--- config.mk ---
export PLATFORM = sky130hd
export DESIGN_NAME = dice_roller_multi_flat
export DESIGN_NICKNAME = d
export VERILOG_FILES = /design/src/rtl/dice_roller_multi_if.sv /design/src/rtl/dice_roller_multi.sv /design/src/flat_wrapper.sv
export SDC_FILE = /design/constraint.sdc
export NUM_CORES = 1
export LEC_CHECK = 0
export BUFFER_PORTS_ARGS = -buffer_cell sky130_fd_sc_hd__clkbuf_2
export CAP_MARGIN = 30
export CORE_MARGIN = 1
export CORE_UTILIZATION = 35
export CTS_CLUSTER_SIZE = 10
export DETAILED_ROUTE_END_ITERATION = 6
export PLACE_DENSITY_LB_ADDON = 0.08
export RECOVER_POWER = 25
export SLEW_MARGIN = 25
export SYNTH_ARGS = -nofsm -noshare
export SYNTH_HDL_FRONTEND = slang
export SYNTH_SLANG_ARGS = --single-unit
--- constraint.sdc ---
create_clock -name clk -period 3.3 [get_ports clk]
set_input_delay 0.66 -clock clk [delete_from_list [all_inputs] [get_ports clk]]
set_output_delay 0.66 -clock clk [all_outputs]
set_load 0.02 [all_outputs]
--- src/rtl/dice_roller_multi_if.sv ---
// Dice front-panel bundle: button in, 7-segment scan and locked-result bus out.
// master = the dice block, slave = whoever drives the button and reads the display.
interface dice_roller_multi_if #(
    parameter int NUM_DICE = 2
);
    logic                    btn_n;
    logic [6:0]              seg;
    logic [NUM_DICE-1:0]     dig_en;
    logic [4*NUM_DICE-1:0]   value_bus;
    logic                    result_valid;
    logic                    rolling;

    modport master (
        input  btn_n,
        output seg, dig_en, value_bus, result_valid, rolling
    );

    modport slave (
        output btn_n,
        input  seg, dig_en, value_bus, result_valid, rolling
    );
endinterface

--- src/rtl/dice_roller_multi.sv ---
// N-die electronic dice: shared Galois LFSR, rejection-sampled scramble, debounced
// lock button with timed hold, and a multiplexed common-cathode 7-segment display.
module dice_roller_multi #(
    parameter int CLK_HZ      = 27000000,
    parameter int NUM_DICE    = 2,
    parameter int FACES       = 6,
    parameter int ROLL_HZ     = 200,
    parameter int HOLD_MS     = 5000,
    parameter int DEBOUNCE_MS = 10,
    parameter int SCAN_HZ     = 1000
) (
    input  logic                clk,
    input  logic                rst,
    dice_roller_multi_if.master bus
);
    localparam int TICK_R = CLK_HZ / ROLL_HZ;
    localparam int DEB_R  = CLK_HZ / 1000 * DEBOUNCE_MS;
    localparam int HOLD_R = CLK_HZ / 1000 * HOLD_MS;
    localparam int SCAN_R = CLK_HZ / SCAN_HZ;
    localparam int TICK   = (TICK_R < 1) ? 1 : TICK_R;
    localparam int DEB    = (DEB_R  < 1) ? 1 : DEB_R;
    localparam int HOLD   = (HOLD_R < 1) ? 1 : HOLD_R;
    localparam int SCAN   = (SCAN_R < 1) ? 1 : SCAN_R;

    localparam int TW  = $clog2(TICK + 1);
    localparam int DBW = $clog2(DEB + 1);
    localparam int HW  = $clog2(HOLD + 1);
    localparam int SW  = $clog2(SCAN + 1);
    localparam int DW  = (NUM_DICE > 1) ? $clog2(NUM_DICE) : 1;

    localparam logic [TW-1:0]  TICK_MAX = TW'(TICK - 1);
    localparam logic [DBW-1:0] DEB_MAX  = DBW'(DEB - 1);
    localparam logic [HW-1:0]  HOLD_MAX = HW'(HOLD - 1);
    localparam logic [SW-1:0]  SCAN_MAX = SW'(SCAN - 1);
    localparam logic [DW-1:0]  DIG_MAX  = DW'(NUM_DICE - 1);
    localparam logic [3:0]     FACES4   = 4'(FACES);

    typedef enum logic {ROLLING, HOLD_ST} state_t;

    function automatic logic [6:0] decode(input logic [3:0] v);
        case (v)
            4'd1:    decode = 7'b0110000;
            4'd2:    decode = 7'b1101101;
            4'd3:    decode = 7'b1111001;
            4'd4:    decode = 7'b0110011;
            4'd5:    decode = 7'b1011011;
            4'd6:    decode = 7'b1011111;
            4'd7:    decode = 7'b1110000;
            4'd8:    decode = 7'b1111111;
            4'd9:    decode = 7'b1111011;
            default: decode = 7'b0000000;
        endcase
    endfunction

    logic [15:0]               lfsr;
    logic [TW-1:0]             tick_cnt;
    logic                      tick;
    logic                      sync1, sync2, deb_level;
    logic [DBW-1:0]            deb_cnt;
    logic                      press;
    state_t                    state;
    logic [HW-1:0]             hold_cnt;
    logic [NUM_DICE-1:0][3:0]  die;
    logic                      rolling_q, valid_q;
    logic [SW-1:0]             scan_cnt;
    logic                      scan_wrap;
    logic [DW-1:0]             dig_idx, dig_nxt;
    logic [NUM_DICE-1:0]       dig_en_q;
    logic [6:0]                seg_q;

    // Galois form, x^16+x^14+x^13+x^11+1; a nonzero seed never reaches zero.
    always_ff @(posedge clk) begin
        if (rst) begin
            lfsr     <= 16'hACE1;
            tick_cnt <= '0;
        end else begin
            lfsr     <= {1'b0, lfsr[15:1]} ^ (lfsr[0] ? 16'hB400 : 16'h0000);
            tick_cnt <= (tick_cnt == TICK_MAX) ? '0 : tick_cnt + 1'b1;
        end
    end

    assign tick = (tick_cnt == TICK_MAX);

    // The counter only runs while the synchronised input disagrees with the accepted level.
    always_ff @(posedge clk) begin
        if (rst) begin
            sync1     <= 1'b1;
            sync2     <= 1'b1;
            deb_level <= 1'b1;
            deb_cnt   <= '0;
        end else begin
            sync1 <= bus.btn_n;
            sync2 <= sync1;
            if (sync2 == deb_level) begin
                deb_cnt <= '0;
            end else if (deb_cnt == DEB_MAX) begin
                deb_level <= sync2;
                deb_cnt   <= '0;
            end else begin
                deb_cnt <= deb_cnt + 1'b1;
            end
        end
    end

    assign press = deb_level && !sync2 && (deb_cnt == DEB_MAX);

    always_ff @(posedge clk) begin
        if (rst) begin
            state     <= ROLLING;
            rolling_q <= 1'b1;
            valid_q   <= 1'b0;
            hold_cnt  <= '0;
            die       <= {NUM_DICE{4'd1}};
        end else begin
            valid_q <= 1'b0;
            case (state)
                ROLLING: begin
                    // A press on a tick cycle wins: the tick's scramble is dropped.
                    if (press) begin
                        state     <= HOLD_ST;
                        rolling_q <= 1'b0;
                        valid_q   <= 1'b1;
                        hold_cnt  <= '0;
                    end else if (tick) begin
                        for (int i = 0; i < NUM_DICE; i++) begin
                            if (lfsr[4*i +: 4] < FACES4)
                                die[i] <= lfsr[4*i +: 4] + 4'd1;
                        end
                    end
                end
                HOLD_ST: begin
                    hold_cnt <= hold_cnt + 1'b1;
                    if (hold_cnt == HOLD_MAX) begin
                        state     <= ROLLING;
                        rolling_q <= 1'b1;
                    end
                end
                default: state <= ROLLING;
            endcase
        end
    end

    assign scan_wrap = (scan_cnt == SCAN_MAX);
    assign dig_nxt   = scan_wrap ? ((dig_idx == DIG_MAX) ? '0 : dig_idx + 1'b1) : dig_idx;

    // Digit enable and segments load on the same edge so a digit never shows its neighbour.
    always_ff @(posedge clk) begin
        if (rst) begin
            scan_cnt <= '0;
            dig_idx  <= '0;
            dig_en_q <= NUM_DICE'(1);
            seg_q    <= 7'b0110000;
        end else begin
            scan_cnt <= scan_wrap ? '0 : scan_cnt + 1'b1;
            dig_idx  <= dig_nxt;
            dig_en_q <= NUM_DICE'(1) << dig_nxt;
            seg_q    <= decode(die[dig_nxt]);
        end
    end

    assign bus.value_bus    = die;
    assign bus.result_valid = valid_q;
    assign bus.rolling      = rolling_q;
    assign bus.dig_en       = dig_en_q;
    assign bus.seg          = seg_q;
endmodule

--- src/flat_wrapper.sv ---
// flat-port wrapper written by rule: the top's interface ports become plain ports
module dice_roller_multi_flat 
#(
    parameter int CLK_HZ      = 27000000,
    parameter int NUM_DICE    = 2,
    parameter int FACES       = 6,
    parameter int ROLL_HZ     = 200,
    parameter int HOLD_MS     = 5000,
    parameter int DEBOUNCE_MS = 10,
    parameter int SCAN_HZ     = 1000
)
  (clk, rst, bus_btn_n, bus_seg, bus_dig_en, bus_value_bus, bus_result_valid, bus_rolling);
  dice_roller_multi_if #(.NUM_DICE(NUM_DICE)) bus_i ();
  input  logic clk;
  input  logic rst;
  input wire logic [$bits(bus_i.btn_n)-1:0] bus_btn_n;
  output wire logic [$bits(bus_i.seg)-1:0] bus_seg;
  output wire logic [$bits(bus_i.dig_en)-1:0] bus_dig_en;
  output wire logic [$bits(bus_i.value_bus)-1:0] bus_value_bus;
  output wire logic [$bits(bus_i.result_valid)-1:0] bus_result_valid;
  output wire logic [$bits(bus_i.rolling)-1:0] bus_rolling;
  assign bus_i.btn_n = bus_btn_n;
  assign bus_seg = bus_i.seg;
  assign bus_dig_en = bus_i.dig_en;
  assign bus_value_bus = bus_i.value_bus;
  assign bus_result_valid = bus_i.result_valid;
  assign bus_rolling = bus_i.rolling;
  dice_roller_multi #(.CLK_HZ(CLK_HZ), .NUM_DICE(NUM_DICE), .FACES(FACES), .ROLL_HZ(ROLL_HZ), .HOLD_MS(HOLD_MS), .DEBOUNCE_MS(DEBOUNCE_MS), .SCAN_HZ(SCAN_HZ)) u_core (.clk(clk), .rst(rst), .bus(bus_i));
endmodule
==> flow_summary_export.csv <==
group,metric,value,unit
outcome,run_status,"finished, final reports clean",
detailed_routing,wl_met3,412,um
final_layout,final_cells,796,
global_route,grt_max_degree,26,
global_route,grt_pass1_vias,3719,
detailed_routing,top_layer_used,"met4",
yosys,ys_ff_latch,119,
yosys,syn-num-nets,587,
global_route,grt.overflow.total,0,
worst_setup_path,critical_path.max_fanout,8,
timing,grt_setup_unrepaired,"no",
die,die_area,15320,um2
global_route,grt_first_pass_wirelength,17750,um
placement,dp_slack,326.7,ps
timing,hold_slack,409.9,ps
final_layout,fin_nets,610,
placement,dpl.cell_count,764,
worst_setup_path,cp_slowest_stage_delay,510,ps
final_layout,final_area,6085,um2
cts,tritoncts,"built",
yosys,yosysSeqAreaShare,45.89,%
final_layout,fillCellCount,1415,
yosys,netlist_area,5191,um2
detailed_routing,viasPerCell,5.018,
final_layout,n_antenna_cell,0,
placement,dpl_cell_area,5479,um2
cts,path_clk_slew,60,ps
timing,fin_crit,2974,ps
die,coreArea,14480,um2
timing,fin_skew,7.691,ps
die,rows,44,
detailed_routing,route.detailed.wl_per_inst,13.31,um
run,drv_cap,0,
detailed_routing,vias,3994,
detailed_routing,wl_met2,4845,um
detailed_routing,wl,10590,um
cts,insertion_delay,410,ps
yosys,async_reset_ff_share,0,%
cts,htree_levels,4,
timing,period_share,90.11,%
worst_setup_path,crit_required,3630,ps
hold_path,worstHoldPathCells,1,
yosys,syn_inst,576,
worst_setup_path,cp_slowest_cell,"or4b_1",
die,start_util,35.85,%
pwr,power_density,574.5,nW/um2
final_layout,final_util,42.02,%
worst_setup_path,cp_top_family,"simple AND/OR/NAND/NOR gates",
worst_setup_path,crit_chain,"ha_1 -> nand4b_1 -> or4_1 -> xor2_1 -> mux2_2 -> ha_1 -> or4b_1 -> a31oi_1",
die,die_x,123.8,um
yosys,synthFlopType,"dfxtp_1",
placement,place.port_buffers,21,
worst_setup_path,critPathKind,"flip-flop to flip-flop",
worst_setup_path,crit_path_start_kind,"flip-flop",
timing,fmax,0.3363,GHz
yosys,synth_cell_types,55,
pwr,p_leak,2.096,nW
detailed_routing,drt_iter0_drc,272,
detailed_routing,wl_met1,5256,um
timing,tightest_slew,1206,ps
yosys,synth_edf_count,0,
timing,max-slew-margin-rel,19.58,%
detailed_routing,ant_nets,0,
placement,gp_congestion,0.7574,
timing,setup_viol,0,
worst_setup_path,path_buf_inv,0,
cts,cts.path.max_buffers,2,
yosys,yosys_warnings,0,
worst_setup_path,endpoint_kind,"flip-flop",
detailed_routing,drc,0,
placement,dp_hpwl,7020,um
cts,cts-resized-gates,0,
yosys,syn_area_per_cell,9.013,um2
cts,cts_root_buffer,"clkbuf_16",
hold_path,min_path_type,"flip-flop to flip-flop",
final_layout,drive_gt1_share,11.76,%
timing,postLayoutSetupSlackWorst,326.4,ps
global_route,antenna_found_initial,0,
die,pin_count,22,
timing,drv_slew,0,
cts,cts.sinks,119,
worst_setup_path,path_depth,8,
worst_setup_path,critPathArrivalTime,3300,ps
timing,finalSetupTns,0,ps
die,die_h,123.8,um
cts,numCtsBuffers,17,
cts,hold_buffers,0,
detailed_routing,drtPass1Iterations,5,
pwr,peakVddDrop,0.0003465,V
pwr,power.total,3.496,mW
global_route,track_usage,15.01,%
final_layout,area_growth,17.21,%
cts,post_cts_buffers,0,
worst_setup_path,rr_worst_depth,8,
timing,finalHoldViolCount,0,
worst_setup_path,path_common_cell,"ha_1",
[final cells by class]
cell class / count / area (um2) / area share [%]
Sequential cell: 119 / 2382 / 39.15
Multi-Input combinational cell: 418 / 2656 / 43.66
Inverter: 16 / 60.06 / 0.9870
Clock buffer: 21 / 460.4 / 7.567
Clock inverter: 11 / 170.2 / 2.797
Tap cell: 184 / 230.2 / 3.784
Timing Repair Buffer: 27 / 125.1 / 2.056
[sequential cells by signal, summed over array words and instances, names as in the netlist]
name                     count
u_core.bus.dig_en            2
u_core.bus.result_valid      1
u_core.bus.rolling           1
u_core.bus.seg               7
u_core.bus.value_bus         8
u_core.deb_cnt              19
u_core.deb_level             1
u_core.hold_cnt             28
u_core.lfsr                 16
u_core.scan_cnt             15
u_core.state                 1
u_core.sync1                 1
u_core.sync2                 1
u_core.tick_cnt             18
[routing by layer]
layer	vias to the layer above	track usage (%)
li1	2056	-
met4	0	5.422
met3	7	5.632
met1	1887	18.65
met2	44	23.58
met5	-	0
[cell usage in the layout, fill, tap and decap left out, drive strengths merged, types with 5 or more instances in the layout]
cell / n
a21oi: 23
and3: 17
clkbuf: 44
dfxtp: 119
ha: 8
inv: 18
mux2i: 8
nand2: 32
nand2b: 6
nand3: 42
nand4: 15
nor2: 87
nor2b: 7
nor3: 12
o211ai: 6
o21ai: 6
o311ai: 5
or2: 19
or3: 7
or4: 5
xnor2: 25
xor2: 32
[Yosys cell counts, types with 4 or more instances]
cell | count | area [um2]
ha_1 | 8 | 100.1
clkbuf_1 | 16 | 60.06
inv_1 | 16 | 60.06
or4_1 | 4 | 30.03
nand4b_1 | 4 | 35.03
a22oi_1 | 4 | 30.03
or3_1 | 7 | 43.79
nand2b_1 | 6 | 37.54
nand3_1 | 42 | 210.2
o311ai_0 | 5 | 43.79
mux2i_1 | 8 | 80.08
and4_1 | 4 | 35.03
nor2_1 | 87 | 326.6
o21a_1 | 4 | 30.03
a21oi_1 | 23 | 115.1
or2_2 | 19 | 118.9
buf_1 | 4 | 15.01
a31oi_1 | 4 | 25.02
and3_1 | 17 | 106.4
o21ai_0 | 5 | 25.02
xor2_1 | 32 | 280.3
nand2_1 | 32 | 120.1
xnor2_1 | 25 | 219.0
nor3_1 | 10 | 50.05
nand4_1 | 15 | 93.84
nor2b_1 | 7 | 43.79
dfxtp_1 | 119 | 2382
o211ai_1 | 6 | 45.04
[power breakdown]
part	total (mW)	switching (mW)	internal, mW
Combinational	0.0604	0.0376	0.0228
Sequential	1.47	0.0121	1.46
Clock	1.96	0.659	1.31
Total	3.50	0.708	2.79
[kinds of logic (layout without fill, tap and decap cells)]
family,Yosys count,after routing,synth area share (%)
simple gates,278,278,28.44
xor+xnor,57,57,9.617
compound gates,64,64,8.990
flops,119,119,45.89
fa+ha+maj,8,8,1.928
mux,11,11,2.193
buf+inv,39,75,2.941
[worst paths after layout]
path                                                    start                           end  slack [ps]
worst max-delay path            u_core.scan_cnt[0]$_SDFF_PP0_  u_core.bus.seg[1]$_SDFF_PP0_         330
worst min-delay path               u_core.lfsr[12]$_SDFF_PP0_    u_core.lfsr[11]$_SDFF_PP1_         410
worst max register to register  u_core.scan_cnt[0]$_SDFF_PP0_  u_core.bus.seg[1]$_SDFF_PP0_         330
worst min register to register     u_core.lfsr[12]$_SDFF_PP0_    u_core.lfsr[11]$_SDFF_PP1_         410
Power figures use the tool's default switching activity.
